==> src/rtl/coin_input_conditioner.sv <==
// Coin-slot front end: synchronises and debounces raw sensor levels, turns
// each qualified rising edge into one coin event, buffers events in a small
// FIFO and issues them as single-cycle one-hot pulses to the vending core.
module coin_input_conditioner #(
  parameter int NUM_COINS       = 3,
  parameter int DEBOUNCE_CYCLES = 4,
  parameter int FIFO_DEPTH      = 4
) (
  input  logic                          clk,
  input  logic                          reset_n,
  input  logic [NUM_COINS-1:0]          i_raw_coin,
  input  logic                          i_hold,
  output logic [NUM_COINS-1:0]          o_input_coin,
  output logic [NUM_COINS-1:0]          o_coin_reject,
  output logic                          o_busy,
  output logic [$clog2(FIFO_DEPTH):0]   o_fifo_count
);

  localparam int IDX_W = (NUM_COINS > 1) ? $clog2(NUM_COINS) : 1;
  localparam int PTR_W = (FIFO_DEPTH > 1) ? $clog2(FIFO_DEPTH) : 1;
  localparam int CNT_W = $clog2(FIFO_DEPTH) + 1;
  localparam int DB_W  = $clog2(DEBOUNCE_CYCLES);
  localparam int ARM_W = $clog2(DEBOUNCE_CYCLES + 2);

  localparam logic [DB_W-1:0]  DB_LAST  = DB_W'(DEBOUNCE_CYCLES - 1);
  localparam logic [ARM_W-1:0] ARM_LAST = ARM_W'(DEBOUNCE_CYCLES + 1);
  localparam logic [CNT_W-1:0] FULL     = CNT_W'(FIFO_DEPTH);

  typedef enum logic {ARMING, RUN} state_e;

  // Index of the k-th candidate after base, wrapping modulo NUM_COINS.
  function automatic logic [IDX_W-1:0] rr_index(input logic [IDX_W-1:0] base, input int k);
    int s;
    s = int'(base) + k;
    if (s >= NUM_COINS) s = s - NUM_COINS;
    return IDX_W'(s);
  endfunction

  function automatic logic [NUM_COINS-1:0] onehot(input logic [IDX_W-1:0] idx);
    logic [NUM_COINS-1:0] v;
    v      = '0;
    v[idx] = 1'b1;
    return v;
  endfunction

  state_e                 state_q, state_d;
  logic [ARM_W-1:0]       arm_cnt_q, arm_cnt_d;
  logic [NUM_COINS-1:0]   sync1_q, sync2_q;
  logic [NUM_COINS-1:0]   deb_q, deb_d, deb_prev_q;
  logic [DB_W-1:0]        db_cnt_q [NUM_COINS];
  logic [DB_W-1:0]        db_cnt_d [NUM_COINS];
  logic [NUM_COINS-1:0]   rise;
  logic [NUM_COINS-1:0]   pending_q, pending_d;
  logic [NUM_COINS-1:0]   reject_q, reject_d;
  logic [NUM_COINS-1:0]   coin_q, coin_d;
  logic [NUM_COINS-1:0]   clear_mask;
  logic [IDX_W-1:0]       rr_ptr_q, rr_ptr_d;
  logic [IDX_W-1:0]       grant_idx;
  logic                   grant_vld;
  logic [IDX_W-1:0]       mem_q [FIFO_DEPTH];
  logic [PTR_W-1:0]       wr_ptr_q, wr_ptr_d, rd_ptr_q, rd_ptr_d;
  logic [CNT_W-1:0]       count_q, count_d;
  logic                   push, pop;

  // Arming sequence: hold off event generation until the sync chain and
  // debounced levels reflect the real sensor state after reset.
  always_comb begin
    state_d   = state_q;
    arm_cnt_d = arm_cnt_q;
    if (state_q == ARMING) begin
      if (arm_cnt_q == ARM_LAST) begin
        state_d   = RUN;
        arm_cnt_d = '0;
      end else begin
        arm_cnt_d = arm_cnt_q + ARM_W'(1);
      end
    end
  end

  // Per-bit debounce: accept a new level only after it has been stable for
  // DEBOUNCE_CYCLES samples; during arming track the synchronised input.
  always_comb begin
    deb_d = deb_q;
    for (int i = 0; i < NUM_COINS; i++) begin
      db_cnt_d[i] = '0;
      if (state_q == ARMING) begin
        deb_d[i] = sync2_q[i];
      end else if (sync2_q[i] != deb_q[i]) begin
        if (db_cnt_q[i] == DB_LAST) begin
          deb_d[i] = sync2_q[i];
        end else begin
          db_cnt_d[i] = db_cnt_q[i] + DB_W'(1);
        end
      end
    end
  end

  // Round-robin pick of one pending coin, starting at rr_ptr_q.
  always_comb begin
    grant_vld = 1'b0;
    grant_idx = '0;
    for (int k = 0; k < NUM_COINS; k++) begin
      if (!grant_vld && pending_q[rr_index(rr_ptr_q, k)]) begin
        grant_vld = 1'b1;
        grant_idx = rr_index(rr_ptr_q, k);
      end
    end
  end

  // Event capture, FIFO bookkeeping and issue; a push at full is allowed
  // only when the head is popped in the same cycle.
  always_comb begin
    rise       = (state_q == RUN) ? (deb_q & ~deb_prev_q) : '0;
    pop        = (count_q != '0) && !i_hold;
    push       = grant_vld && ((count_q != FULL) || pop);
    clear_mask = push ? onehot(grant_idx) : '0;
    pending_d  = (pending_q & ~clear_mask) | rise;
    reject_d   = rise & pending_q & ~clear_mask;
    rr_ptr_d   = push ? rr_index(grant_idx, 1) : rr_ptr_q;
    wr_ptr_d   = push ? wr_ptr_q + PTR_W'(1) : wr_ptr_q;
    rd_ptr_d   = pop  ? rd_ptr_q + PTR_W'(1) : rd_ptr_q;
    count_d    = count_q;
    if (push && !pop) count_d = count_q + CNT_W'(1);
    if (!push && pop) count_d = count_q - CNT_W'(1);
    coin_d     = pop ? onehot(mem_q[rd_ptr_q]) : '0;
  end

  // Control and status registers with asynchronous reset.
  always_ff @(posedge clk or negedge reset_n) begin
    if (!reset_n) begin
      state_q    <= ARMING;
      arm_cnt_q  <= '0;
      sync1_q    <= '0;
      sync2_q    <= '0;
      deb_q      <= '0;
      deb_prev_q <= '0;
      db_cnt_q   <= '{default: '0};
      pending_q  <= '0;
      reject_q   <= '0;
      coin_q     <= '0;
      rr_ptr_q   <= '0;
      wr_ptr_q   <= '0;
      rd_ptr_q   <= '0;
      count_q    <= '0;
    end else begin
      state_q    <= state_d;
      arm_cnt_q  <= arm_cnt_d;
      sync1_q    <= i_raw_coin;
      sync2_q    <= sync1_q;
      deb_q      <= deb_d;
      deb_prev_q <= (state_q == ARMING) ? sync2_q : deb_q;
      db_cnt_q   <= db_cnt_d;
      pending_q  <= pending_d;
      reject_q   <= reject_d;
      coin_q     <= coin_d;
      rr_ptr_q   <= rr_ptr_d;
      wr_ptr_q   <= wr_ptr_d;
      rd_ptr_q   <= rd_ptr_d;
      count_q    <= count_d;
    end
  end

  // FIFO storage; contents are only meaningful below count_q, so no reset.
  always_ff @(posedge clk) begin
    if (push) mem_q[wr_ptr_q] <= grant_idx;
  end

  assign o_input_coin  = coin_q;
  assign o_coin_reject = reject_q;
  assign o_fifo_count  = count_q;
  assign o_busy        = (|pending_q) | (count_q != '0);

endmodule
==> config.mk <==
export PLATFORM = sky130hd
export DESIGN_NAME = coin_input_conditioner
export DESIGN_NICKNAME = d
export VERILOG_FILES = /design/src/rtl/coin_input_conditioner.sv
export SDC_FILE = /design/constraint.sdc
export NUM_CORES = 1
export LEC_CHECK = 0
export BUFFER_PORTS_ARGS = -buffer_cell sky130_fd_sc_hd__buf_2
export CORE_ASPECT_RATIO = 1.4
export CORE_UTILIZATION = 45
export DETAILED_ROUTE_END_ITERATION = 6
export HOLD_SLACK_MARGIN = 0.06
export PLACE_DENSITY_LB_ADDON = 0.2
export SYNTH_ARGS = -nofsm -noshare
export SYNTH_HDL_FRONTEND = slang
export SYNTH_SLANG_ARGS = --single-unit
==> constraint.sdc <==
create_clock -name clk -period 2.2 [get_ports clk]
set_input_delay 0.11 -clock clk [delete_from_list [all_inputs] [get_ports clk]]
set_output_delay 0.11 -clock clk [all_outputs]
set_load 0.01 [all_outputs]
# == Word level (Yosys, flattened, before mapping) ==
# Memory sizes are Yosys's and may differ from the RTL's.
# Cells that the tools add are included.
# word_totals
mem_count,1
input_bits,6
ff_bits,40
ramBits,8
out_inout_bits,10
# classes
n_reduce_logical,20
n_eq_ne,14
n_addsub,15
n_bitwise,8
n_mux,49
n_lt_le_gt_ge,11
# mem_list
memory,depth,word_bits,rd,rd_clocked_by_memory_dff,write_ports,line,source
mem_q,4,2,1,0,1,60,logic [IDX_W-1:0] mem_q [FIFO_DEPTH];
# op_table
operator,n
$mux 2,16
$mux 1,21
$mux 3,7
$lt 2x3->1 const B,5
$and 3x3->3,4
$ne 2x1->1 const B,6
$add 2x1->2 const B,5
$ge 3x2->1 const B,3
$logic_and 1x1->1,8
$sub 2x2->2 const B,4
$add 2x1->3 const B,2
$add 3x1->3 const B,2
$bmux 1 s2,3
$eq 2x2->1 const B,3
$not 3->3,2
$reduce_and 2->1,3
$logic_not 1->1,5
$demux 1 s2,2
$ge 2x1->1 const B,2
$add 2x2->3 const B,1
$eq 3x3->1 const B,1
$ne 1x1->1,3
$ne 3x3->1 const B,1
$or 3x3->3,1
7 further kinds,7

# == Longest topological paths before layout ==
# Gate-level depths: netlist (run 1).
# logic_depth
word_depth,19
mapped_depth,9
depth_no_buf,9

# == Worst setup path after synthesis (run 1) ==
# No wires, ideal clock.
# synth_path
path_type,reg-to-reg
startpoint,reg rr_ptr_q[0]
endpoint,reg reject_q[1] (netlist: o_coin_reject[1])
slack_ns,-0.106
path_stages_with_launch,10
t_arrival_ns,2.234
required_ns,2.128
setup_ns,0.072
cell_sequence,dfrtp_1 > inv_1 > ha_1 > mux2_4 > and3_1 > a222oi_1 > inv_1 > ha_1 > a21bo_2 > nor2_1
# synth_between
elab_chain_cells,18
# synth_lines
element,line,source
start: declaration,57,"logic [IDX_W-1:0] rr_ptr_q, rr_ptr_d;"
start signal: assignment,156,rr_ptr_q <= rr_ptr_d;
branches (longest 10 deep; another with $add 2x1->3),--,
$mux 2 *,103,"if (!grant_vld && pending_q[rr_index(rr_ptr_q, k)]) begin"
via grant_idx[1],58,logic [IDX_W-1:0] grant_idx;
$lt 2x3->1 (not written as such) / $ge 2x1->1 (equally long branches),42,v[idx] = 1'b1;
$logic_and 1x1->1 (not written as such),42,
$mux 1 (not written as such),42,
$demux 1 s2 *,42,
$mux 3 *,116,clear_mask = push ? onehot(grant_idx) : '0;
$not 3->3 *,118,reject_d = rise & pending_q & ~clear_mask;
$and 3x3->3 *,118,
via reject_d[1],54,"logic [NUM_COINS-1:0] reject_q, reject_d;"
end signal: assignment,154,reject_q <= reject_d;
end: declaration,54,
# Mark *: on every way through the listed nets, which the timed path passes. The select of a mux whose other input is x is not followed.
# A chain may end at the register's enable or synchronous reset.

# == Final worst setup path (run 1) ==
# Same ends and word-level chain as after synthesis.

==> impl_metrics.json, run 1 <==
{
  "p_comb_frac": 0.551,
  "cap_violations": 0,
  "critPathMaxFanout": 5,
  "yosysWarnings": 0,
  "regArea_mm2": 0.00124,
  "fp-row-count": 30,
  "utilization": 0.566,
  "grt_usage": 0.177,
  "max_freq_ghz": 0.433,
  "final_common_cell": "dfrtp_1",
  "start_util": 0.464,
  "clk_pin_slew_worst_paths_ns": 0.09,
  "vias": 1497,
  "place.gp.congestion": 0.937,
  "p_int_mw": 2.91,
  "syn_nets": 203,
  "setup_ws_ns": -0.108,
  "final_area_mm2": 0.00274,
  "routed_wl_um": 4120,
  "grt_max_degree": 41,
  "clkLatencyLatePin_ns": 0.30,
  "synth_top_area_share": 0.445,
  "boundaryPins": 16,
  "avgViaCountPerCell": 5.16,
  "power.total_mw": 4.71,
  "route.detailed.drc": 0,
  "cts_root_buf": "clkbuf_8",
  "cts.sinks": 48,
  "synth_edf_count": 8,
  "syn_inst": 184,
  "die-height_um": 85.6,
  "dp_hpwl_um": 3070,
  "antenna_found_initial": 0,
  "clock_skew_ns": 0.00914,
  "dpl-instance-area_mm2": 0.00253,
  "ant_nets": 0,
  "hp-class": "primary input to flop",
  "firstDrtPassIters": 4,
  "swShare": 0.381,
  "port_buffers": 15,
  "r2r_start": "rr_ptr_q[0]$_DFFE_PN0P_",
  "grt_pass1_wl_um": 6830,
  "core_mm2": 0.00484,
  "drt_iter0_drc": 31,
  "die_area_mm2": 0.00528,
  "min_period_ns": 2.31,
  "final_nets": 244,
  "hold_start": "i_hold",
  "hold_viol": 0,
  "synth_flop_cell": "dfrtp_1",
  "failed_checks": "setup timing",
  "synth_area_mm2": 0.00225,
  "rsz0062_at_grt": "true",
  "fillers": 429,
  "wl_per_cell_um": 14.2,
  "cts_tree": "built",
  "cp-end-kind": "flop",
  "ys_types": 43,
  "slew_headroom": 0.414,
  "start_kind": "flop",
  "crit_type": "flop to flop",
  "numCtsBuffers": 5,
  "h-tree-depth": 2,
  "antenna_cells": 0,
  "switching_power_mw": 1.79,
  "synth_seq_cells": 48,
  "synthToLayoutAreaGrowth_pct": 22.0,
  "status": "complete, but fails checks",
  "worst_slew_pin_slew_ns": 0.878,
  "layout_common_cells": "dfrtp_1, buf_4, nand2_1, buf_2, nor2_1",
  "postSynth.asyncResetShare": 0.833,
  "p_leak_nw": 1.24,
  "report.final.slew_viol_count": 0,
  "arrival_ns": 2.54,
  "irDropWorstVdd_mv": 0.814,
  "syn_area_per_cell_um2": 12.2,
  "p_seq_frac": 0.339,
  "startpoint": "rr_ptr_q[0]$_DFFE_PN0P_",
  "multi_input_area_mm2": 0.00104,
  "die_w_um": 61.7,
  "drive_gt1_frac": 0.319,
  "grt_pass1_vias": 1546,
  "clock_path_buffers": 2,
  "yosysSeqAreaShare": 0.552,
  "cp.required_ns": 2.43,
  "synth_area_leaders": "dfrtp_1, edfxtp_1, ha_1",
  "power_frac_clock": 0.110,
  "grt-ovfl-total": 0,
  "yosysTopAreaCell": "dfrtp_1",
  "setup_viol": 7,
  "fin_crit_sh": 1.05,
  "power_density_mw_per_mm2": 1720
}
[power groups by stage]
stage | sequential [mW] | combinational, mW | clock [mW]
final | 1.59 | 2.60 | 0.516
after global routing | 1.64 | 2.87 | 0.570
after CTS | 1.60 | 2.47 | 0.540
after detailed placement | 1.61 | 2.36 | 0
after global placement | 1.57 | 2.25 | 0
after floorplan | 1.59 | 1.58 | 0
[cell families (layout without fill, tap and decap cells)]
| group | count (synthesis) | in the layout | share of synthesized area |
|---|---|---|---|
| AOI/OAI and AO/OA | 29 | 29 | 0.0941 |
| xor gates and xnor gates | 8 | 8 | 0.0312 |
| adders and majority gates | 13 | 13 | 0.0757 |
| buffers and inverters | 12 | 54 | 0.0206 |
| DFF | 48 | 48 | 0.552 |
| muxes | 14 | 14 | 0.0796 |
| and+or+nand+nor | 60 | 60 | 0.146 |
[critical path, stage by stage (launching register included)]
cell and delay (ns):
dfrtp_2 0.46, buf_4 0.15, ha_2 0.20, buf_4 0.16, o2bb2a_4 0.19, a222oi_1 0.47, inv_1 0.16, ha_4 0.19
a21bo_2 0.19, nor2_1 0.08
[flip-flops by register name, indices dropped and copies added (netlist names)]
name           flops
mem_q              8
db_cnt_q           6
arm_cnt_q          3
deb_prev_q         3
deb_q              3
o_coin_reject      3
o_fifo_count       3
o_input_coin       3
pending_q          3
sync1_q            3
sync2_q            3
rd_ptr_q           2
rr_ptr_q           2
wr_ptr_q           2
state_q            1
[path summary, 6_finish.rpt]
kind	to	slack (ns)	depth (start not counted)
worst max register to register	o_coin_reject[1]$_DFF_PN0_	-0.11	9
max in group asynchronous	rr_ptr_q[0]$_DFFE_PN0P_	1.14	2
worst min-delay path	o_input_coin[2]$_DFF_PN0_	0.18	4
worst min register to register	sync2_q[1]$_DFF_PN0_	0.35	0
min in group asynchronous	o_fifo_count[0]$_DFFE_PN0P_	0.44	2
worst max-delay path	o_coin_reject[1]$_DFF_PN0_	-0.11	9
[per-stage QoR]
stage	setup WS [ns]	TNS (ns)	hold slack, ns	std cells
2_1_floorplan	-0.0171	-0.0296	-0.186	184
3_3_place_gp	-0.0326	-0.105	0.218	272
3_5_place_dp	-0.126	-0.532	0.219	272
4_1_cts	-0.118	-0.630	0.180	286
5_1_grt	-0.188	-1.42	0.215	290
6_report	-0.108	-0.443	0.184	290
[layout make-up]
| type | count | area share |
|---|---|---|
| Clock inverter | 3 | 0.00639 |
| Multi-Input combinational cell | 124 | 0.380 |
| Timing Repair Buffer | 37 | 0.0912 |
| Clock buffer | 5 | 0.0251 |
| Sequential cell | 48 | 0.453 |
| Inverter | 9 | 0.0141 |
| Tap cell | 64 | 0.0292 |
[cell usage after synthesis (2+ instances only)]
cell	number
dfrtp_1	40
nand2_1	15
ha_1	12
nor2_1	10
inv_1	9
edfxtp_1	8
o21ai_0	8
nand3b_1	7
nor3_1	7
xnor2_1	7
a21oi_1	5
mux2_2	5
a21o_1	4
and2_1	4
mux2i_1	4
nand2b_1	4
and3_1	3
and3b_2	2
clkbuf_1	2
mux2_1	2
mux4_2	2
nor3b_1	2
o221ai_1	2
[timing repair]
item	CTS	global route
gates resized for setup	5	5
pin swaps	5	3
endpoints found under the hold margin	43	0
setup endpoints to repair	9	9
buffers inserted	2	4
hold buffers	4	0
[per-layer routing]
metal | GRT usage | up-vias | part of all wire
met5 | 0 | - | 0
met1 | 0.185 | 734 | 0.40
met2 | 0.318 | 27 | 0.55
met3 | 0.0468 | 9 | 0.030
li1 | - | 727 | -
met4 | 0.0808 | 0 | 0.023
Note: power is estimated with default switching activity, not from simulation.
==> run 2, diff against run 1 <==
--- a/config.mk
+++ b/config.mk
@@ -6,7 +6,7 @@
 export NUM_CORES = 1
 export LEC_CHECK = 0
 export BUFFER_PORTS_ARGS = -buffer_cell sky130_fd_sc_hd__buf_2
-export CORE_ASPECT_RATIO = 1.4
+export CORE_ASPECT_RATIO = 2
 export CORE_UTILIZATION = 45
 export DETAILED_ROUTE_END_ITERATION = 6
 export HOLD_SLACK_MARGIN = 0.06
==> impl_metrics.json, run 2 (same netlist as run 1, synthesis figures left out) <==
{
  "status": "complete, but fails checks",
  "failed_checks": "setup timing",
  "firstDrtPassIters": 4,
  "globalRouteMet2Util": 0.336,
  "boundaryPins": 16,
  "fp-row-count": 36,
  "r2r-end": "o_fifo_count[1]$_DFFE_PN0P_",
  "cap_violations": 0,
  "dpl-instance-area_mm2": 0.00253,
  "setup_viol": 9,
  "crit_type": "flop to flop",
  "die_area_mm2": 0.00530,
  "instances_no_fill": 284,
  "route.detailed.drc": 0,
  "cts_root_buf": "clkbuf_8",
  "max_freq_ghz": 0.442,
  "crit_chain": "buf_4 > ha_4 > mux2_4 > a22oi_2 > nand4_1 > inv_1 > fa_1 > mux2_4",
  "grt_max_degree": 41,
  "whs_endpoint": "o_fifo_count[0]$_DFFE_PN0P_",
  "rrSetupSlack_ns": -0.06,
  "clk_pin_slew_worst_paths_ns": 0.09,
  "power_density_mw_per_mm2": 1810,
  "dp_hpwl_um": 3150,
  "clock_path_buffers": 2,
  "cp.required_ns": 2.39,
  "arrival_ns": 2.45,
  "dpl.cell_count": 265,
  "regMostFlops": "mem_q",
  "die_w_um": 52.0,
  "clock_skew_ns": 0.00389,
  "critPathTopFamily": "multiplexers",
  "synthToLayoutAreaGrowth_pct": 25.5,
  "routed_wl_um": 4280,
  "irDropWorstVdd_mv": 0.877,
  "p_leak_nw": 1.29,
  "top_regs": "mem_q x8, db_cnt_q x6",
  "fin_crit_sh": 1.03,
  "final_common_cell": "dfrtp_1",
  "grt_util_met3": 0.0357,
  "cts.sinks": 48,
  "fillers": 393,
  "layout_common_cells": "dfrtp_1, buf_4, nand2_1, buf_2, nor2_1",
  "met1_usage": 0.179,
  "report.final.slew_viol_count": 0,
  "min_period_ns": 2.26,
  "setup_ws_ns": -0.0626,
  "core_mm2": 0.00482,
  "place.gp.congestion": 0.914,
  "r2r_cells": 8,
  "grt_pass1_vias": 1622,
  "avgViaCountPerCell": 5.41,
  "r2r_start": "rr_ptr_q[0]$_DFFE_PN0P_",
  "start_kind": "flop",
  "start_util": 0.466,
  "drt_iter0_drc": 13,
  "utilization": 0.585,
  "vias": 1536,
  "cts_tree": "built",
  "pre_cts_slack_ns": -0.0907,
  "path_common_cell": "mux2_4",
  "die-height_um": 102,
  "port_buffers": 15,
  "top_usage_layer": "met2",
  "largest_reg_flops": 8,
  "numCtsBuffers": 5,
  "power.total_mw": 5.12,
  "final_nets": 245,
  "antenna_found_initial": 0,
  "ant_nets": 0,
  "clkLatencyLatePin_ns": 0.30,
  "critPathBufInv": 2,
  "cpPeakStageDelay_ns": 0.42,
  "wl_per_cell_um": 15.1,
  "cp-end-kind": "flop",
  "grt-ovfl-total": 0,
  "critPathMaxFanout": 3,
  "grt_usage": 0.185,
  "min_path_cells": 3,
  "hold_viol": 0,
  "hold_start": "i_hold",
  "drive_gt1_frac": 0.322,
  "h-tree-depth": 2,
  "hp-class": "primary input to flop",
  "setup_tns_ns": -0.289,
  "grt_pass1_wl_um": 7090,
  "slew_headroom": 0.415,
  "whs_ns": 0.193,
  "antenna_cells": 0,
  "final_area_mm2": 0.00282,
  "worst_slew_pin_slew_ns": 0.878,
  "slowest_stage": "dfrtp_1",
  "rsz0062_at_grt": "true"
}
-- run 2: final cells by class --
cell class                      count  area (µm²)  share of cell area
Timing Repair Buffer               38         270              0.0958
Clock inverter                      3        68.8              0.0244
Inverter                            9        33.8              0.0120
Clock buffer                        5        68.8              0.0244
Multi-Input combinational cell    124        1060               0.378
Sequential cell                    48        1240               0.441
Tap cell                           57        71.3              0.0253
-- run 2: where the power goes --
| part | switching, mW | leakage, nW | internal, mW | total, mW |
|---|---|---|---|---|
| Sequential | 0.245 | 0.563 | 1.34 | 1.58 |
| Combinational | 1.36 | 0.654 | 1.43 | 2.79 |
| Clock | 0.293 | 0.0687 | 0.457 | 0.751 |
| Total | 1.90 | 1.29 | 3.22 | 5.12 |
-- run 2: how the worst max path moves through the flow --
stage | depth (start not counted) | slack [ns] | to | from
global placement | 8 | -0.04 | o_fifo_count[1]$_DFFE_PN0P_ | rr_ptr_q[1]$_DFFE_PN0P_
finish | 8 | -0.06 | o_fifo_count[1]$_DFFE_PN0P_ | rr_ptr_q[0]$_DFFE_PN0P_
detailed placement | 8 | -0.09 | o_fifo_count[1]$_DFFE_PN0P_ | rr_ptr_q[1]$_DFFE_PN0P_
floorplan | 9 | -0.02 | o_coin_reject[1]$_DFF_PN0_ | rr_ptr_q[0]$_DFFE_PN0P_
global route | 9 | -0.17 | o_fifo_count[2]$_DFFE_PN0P_ | rr_ptr_q[1]$_DFFE_PN0P_
CTS | 8 | -0.09 | o_fifo_count[1]$_DFFE_PN0P_ | rr_ptr_q[0]$_DFFE_PN0P_
-- run 2: worst min-delay path, stage by stage --
cell,delay [ns]
buf_2,0.14
xor2_1,0.08
mux2i_1,0.12
-- run 2: repair_timing --
| action | CTS | global route |
|---|---|---|
| gates resized for setup | 8 | 2 |
| setup buffers | 5 | 2 |
| hold buffers | 4 | 0 |
| cloned | 0 | 0 |
| setup endpoints to repair | 8 | 11 |
| pin swaps | 6 | 3 |
| endpoints found under the hold margin | 43 | 0 |
-- run 2: routing by layer --
| metal | wire (µm) | part of all wire | up-vias |
|---|---|---|---|
| met5 | 0 | 0 | - |
| met4 | 197 | 0.046 | 0 |
| met1 | 1460 | 0.34 | 753 |
| met3 | 105 | 0.025 | 18 |
| li1 | - | - | 732 |
| met2 | 2510 | 0.59 | 33 |
==> run 3, diff against run 2 <==
--- a/config.mk
+++ b/config.mk
@@ -8,6 +8,7 @@
 export BUFFER_PORTS_ARGS = -buffer_cell sky130_fd_sc_hd__buf_2
 export CORE_ASPECT_RATIO = 2
 export CORE_UTILIZATION = 45
+export CTS_BUF_LIST = sky130_fd_sc_hd__clkbuf_4
 export DETAILED_ROUTE_END_ITERATION = 6
 export HOLD_SLACK_MARGIN = 0.06
 export PLACE_DENSITY_LB_ADDON = 0.2
==> impl_metrics.json, run 3 (same netlist as run 1, synthesis figures left out) <==
{
  "status": "complete, but fails checks",
  "failed_checks": "setup timing",
  "min_period_ns": 2.33,
  "drive_gt1_frac": 0.364,
  "die_area_mm2": 0.00530,
  "place.gp.congestion": 0.914,
  "final_nets": 249,
  "r2r_start": "rr_ptr_q[0]$_DFFE_PN0P_",
  "synthToLayoutAreaGrowth_pct": 28.0,
  "worst_slew_pin_slew_ns": 0.891,
  "die-height_um": 102,
  "routed_wl_um": 4450,
  "vias": 1594,
  "grt_usage": 0.187,
  "cap_violations": 0,
  "grt_pass1_vias": 1608,
  "numCtsBuffers": 5,
  "clock_path_buffers": 2,
  "fp-row-count": 36,
  "max_freq_ghz": 0.429,
  "regMostFlops": "mem_q",
  "cts.sinks": 48,
  "antenna_found_initial": 0,
  "critPathMaxFanout": 5,
  "cp-end-kind": "flop",
  "antenna_cells": 0,
  "whs_ns": 0.113,
  "cts_root_buf": "clkbuf_4",
  "largest_reg_flops": 8,
  "cpPeakStageDelay_ns": 0.46,
  "cts_tree": "built",
  "core_mm2": 0.00482,
  "drt_iter0_drc": 22,
  "p_leak_nw": 1.30,
  "crit_end": "o_coin_reject[1]$_DFF_PN0_",
  "dp_hpwl_um": 3150,
  "r2r-end": "o_coin_reject[1]$_DFF_PN0_",
  "crit_type": "flop to flop",
  "boundaryPins": 16,
  "rsz0062_at_grt": "true",
  "slowest_stage": "dfrtp_2",
  "report.final.slew_viol_count": 0,
  "firstDrtPassIters": 5,
  "port_buffers": 15,
  "critPathBufInv": 4,
  "crit_chain": "inv_4 > ha_4 > mux2i_4 > buf_12 > o2bb2a_4 > a222oi_1 > buf_4 > inv_4 > ha_4 > a21bo_4 > nor2_2",
  "setup_ws_ns": -0.133,
  "top_regs": "mem_q x8, db_cnt_q x6",
  "power_density_mw_per_mm2": 1840,
  "grt_pass1_wl_um": 7130,
  "layout_common_cells": "dfrtp_1, buf_4, buf_2, nand2_1, nor2_1",
  "r2r_cells": 11,
  "startpoint": "rr_ptr_q[0]$_DFFE_PN0P_",
  "fillers": 393,
  "clk_pin_slew_worst_paths_ns": 0.14,
  "die_w_um": 52.0,
  "critPathTopFamily": "compound AO/OA/AOI/OAI gates",
  "setup_viol": 9,
  "avgViaCountPerCell": 5.53,
  "slew_headroom": 0.406,
  "start_util": 0.466,
  "setup_tns_ns": -0.608,
  "rrSetupSlack_ns": -0.13,
  "grt-ovfl-total": 0,
  "ant_nets": 0,
  "clock_skew_ns": 0.0112,
  "arrival_ns": 2.64,
  "cp.required_ns": 2.50,
  "route.detailed.drc": 0,
  "cp.depth": 11,
  "fin_crit_sh": 1.06,
  "h-tree-depth": 2,
  "start_kind": "flop",
  "final_common_cell": "dfrtp_1",
  "hold_viol": 0,
  "hp-class": "primary input to flop",
  "wl_per_cell_um": 15.4,
  "irDropWorstVdd_mv": 1.01,
  "grt_max_degree": 41,
  "clkLatencyLatePin_ns": 0.37
}
-- run 3: worst min path at each step --
stage,endpoint,startpoint,depth (start not counted)
after floorplan,arm_cnt_q[0]$_DFFE_PN0N_,reset_n,0
after global placement,sync1_q[0]$_DFF_PN0_,i_raw_coin[0],1
after detailed placement,sync1_q[0]$_DFF_PN0_,i_raw_coin[0],1
after CTS,o_input_coin[2]$_DFF_PN0_,i_hold,4
after global routing,o_input_coin[2]$_DFF_PN0_,i_hold,4
final,o_input_coin[2]$_DFF_PN0_,i_hold,4
-- run 3: stage by stage --
| step | worst slack, ns | total power [mW] | util | area (µm²) | cells |
|---|---|---|---|---|---|
| floorplan | -0.0171 | 3.18 | - | 2300 | 184 |
| global placement | -0.0384 | 3.89 | 0.525 | 2530 | 265 |
| detailed placement | -0.0907 | 4.02 | 0.525 | 2530 | 265 |
| CTS | -0.100 | 4.99 | 0.577 | 2780 | 282 |
| global route | -0.192 | 5.64 | 0.597 | 2880 | 288 |
| finish | -0.133 | 5.29 | 0.597 | 2880 | 288 |
-- run 3: what timing repair did --
item | in CTS | in global routing
hold buffers | 4 | 0
endpoints found under the setup margin | 9 | 11
setup buffers | 5 | 6
resized for setup | 11 | 13
pin swaps | 7 | 14
endpoints found under the hold margin | 43 | 0
-- run 3: final cells by class --
cell class	instances	area, µm²	share of cell area
clock buffer	5	37.5	0.0130
inverter	9	41.3	0.0144
multi-input combinational	124	1090	0.380
tap	57	71.3	0.0248
clock inverter	3	68.8	0.0239
timing repair buffer	42	320	0.111
sequential	48	1240	0.432
-- run 3: worst min-delay path: stages --
cell and delay (ns):
buf_2 0.14, nor2_1 0.11, nand2_1 0.07, nor2_1 0.04
-- run 3: per-layer routing --
layer / wire length [µm] / vias to the layer above / track usage / share of wire
li1: - / 741 / - / -
met1: 1510 / 786 / 0.181 / 0.34
met2: 2560 / 42 / 0.347 / 0.58
met3: 136 / 25 / 0.0327 / 0.031
met4: 236 / 0 / 0.119 / 0.053
met5: 0 / - / 0 / 0
-- run 3: report_power, final --
group	total (mW)	switching [mW]	internal (mW)	leakage (nW)
logic	3.05	1.44	1.60	0.684
registers	1.60	0.261	1.34	0.562
clock network	0.647	0.289	0.358	0.0558
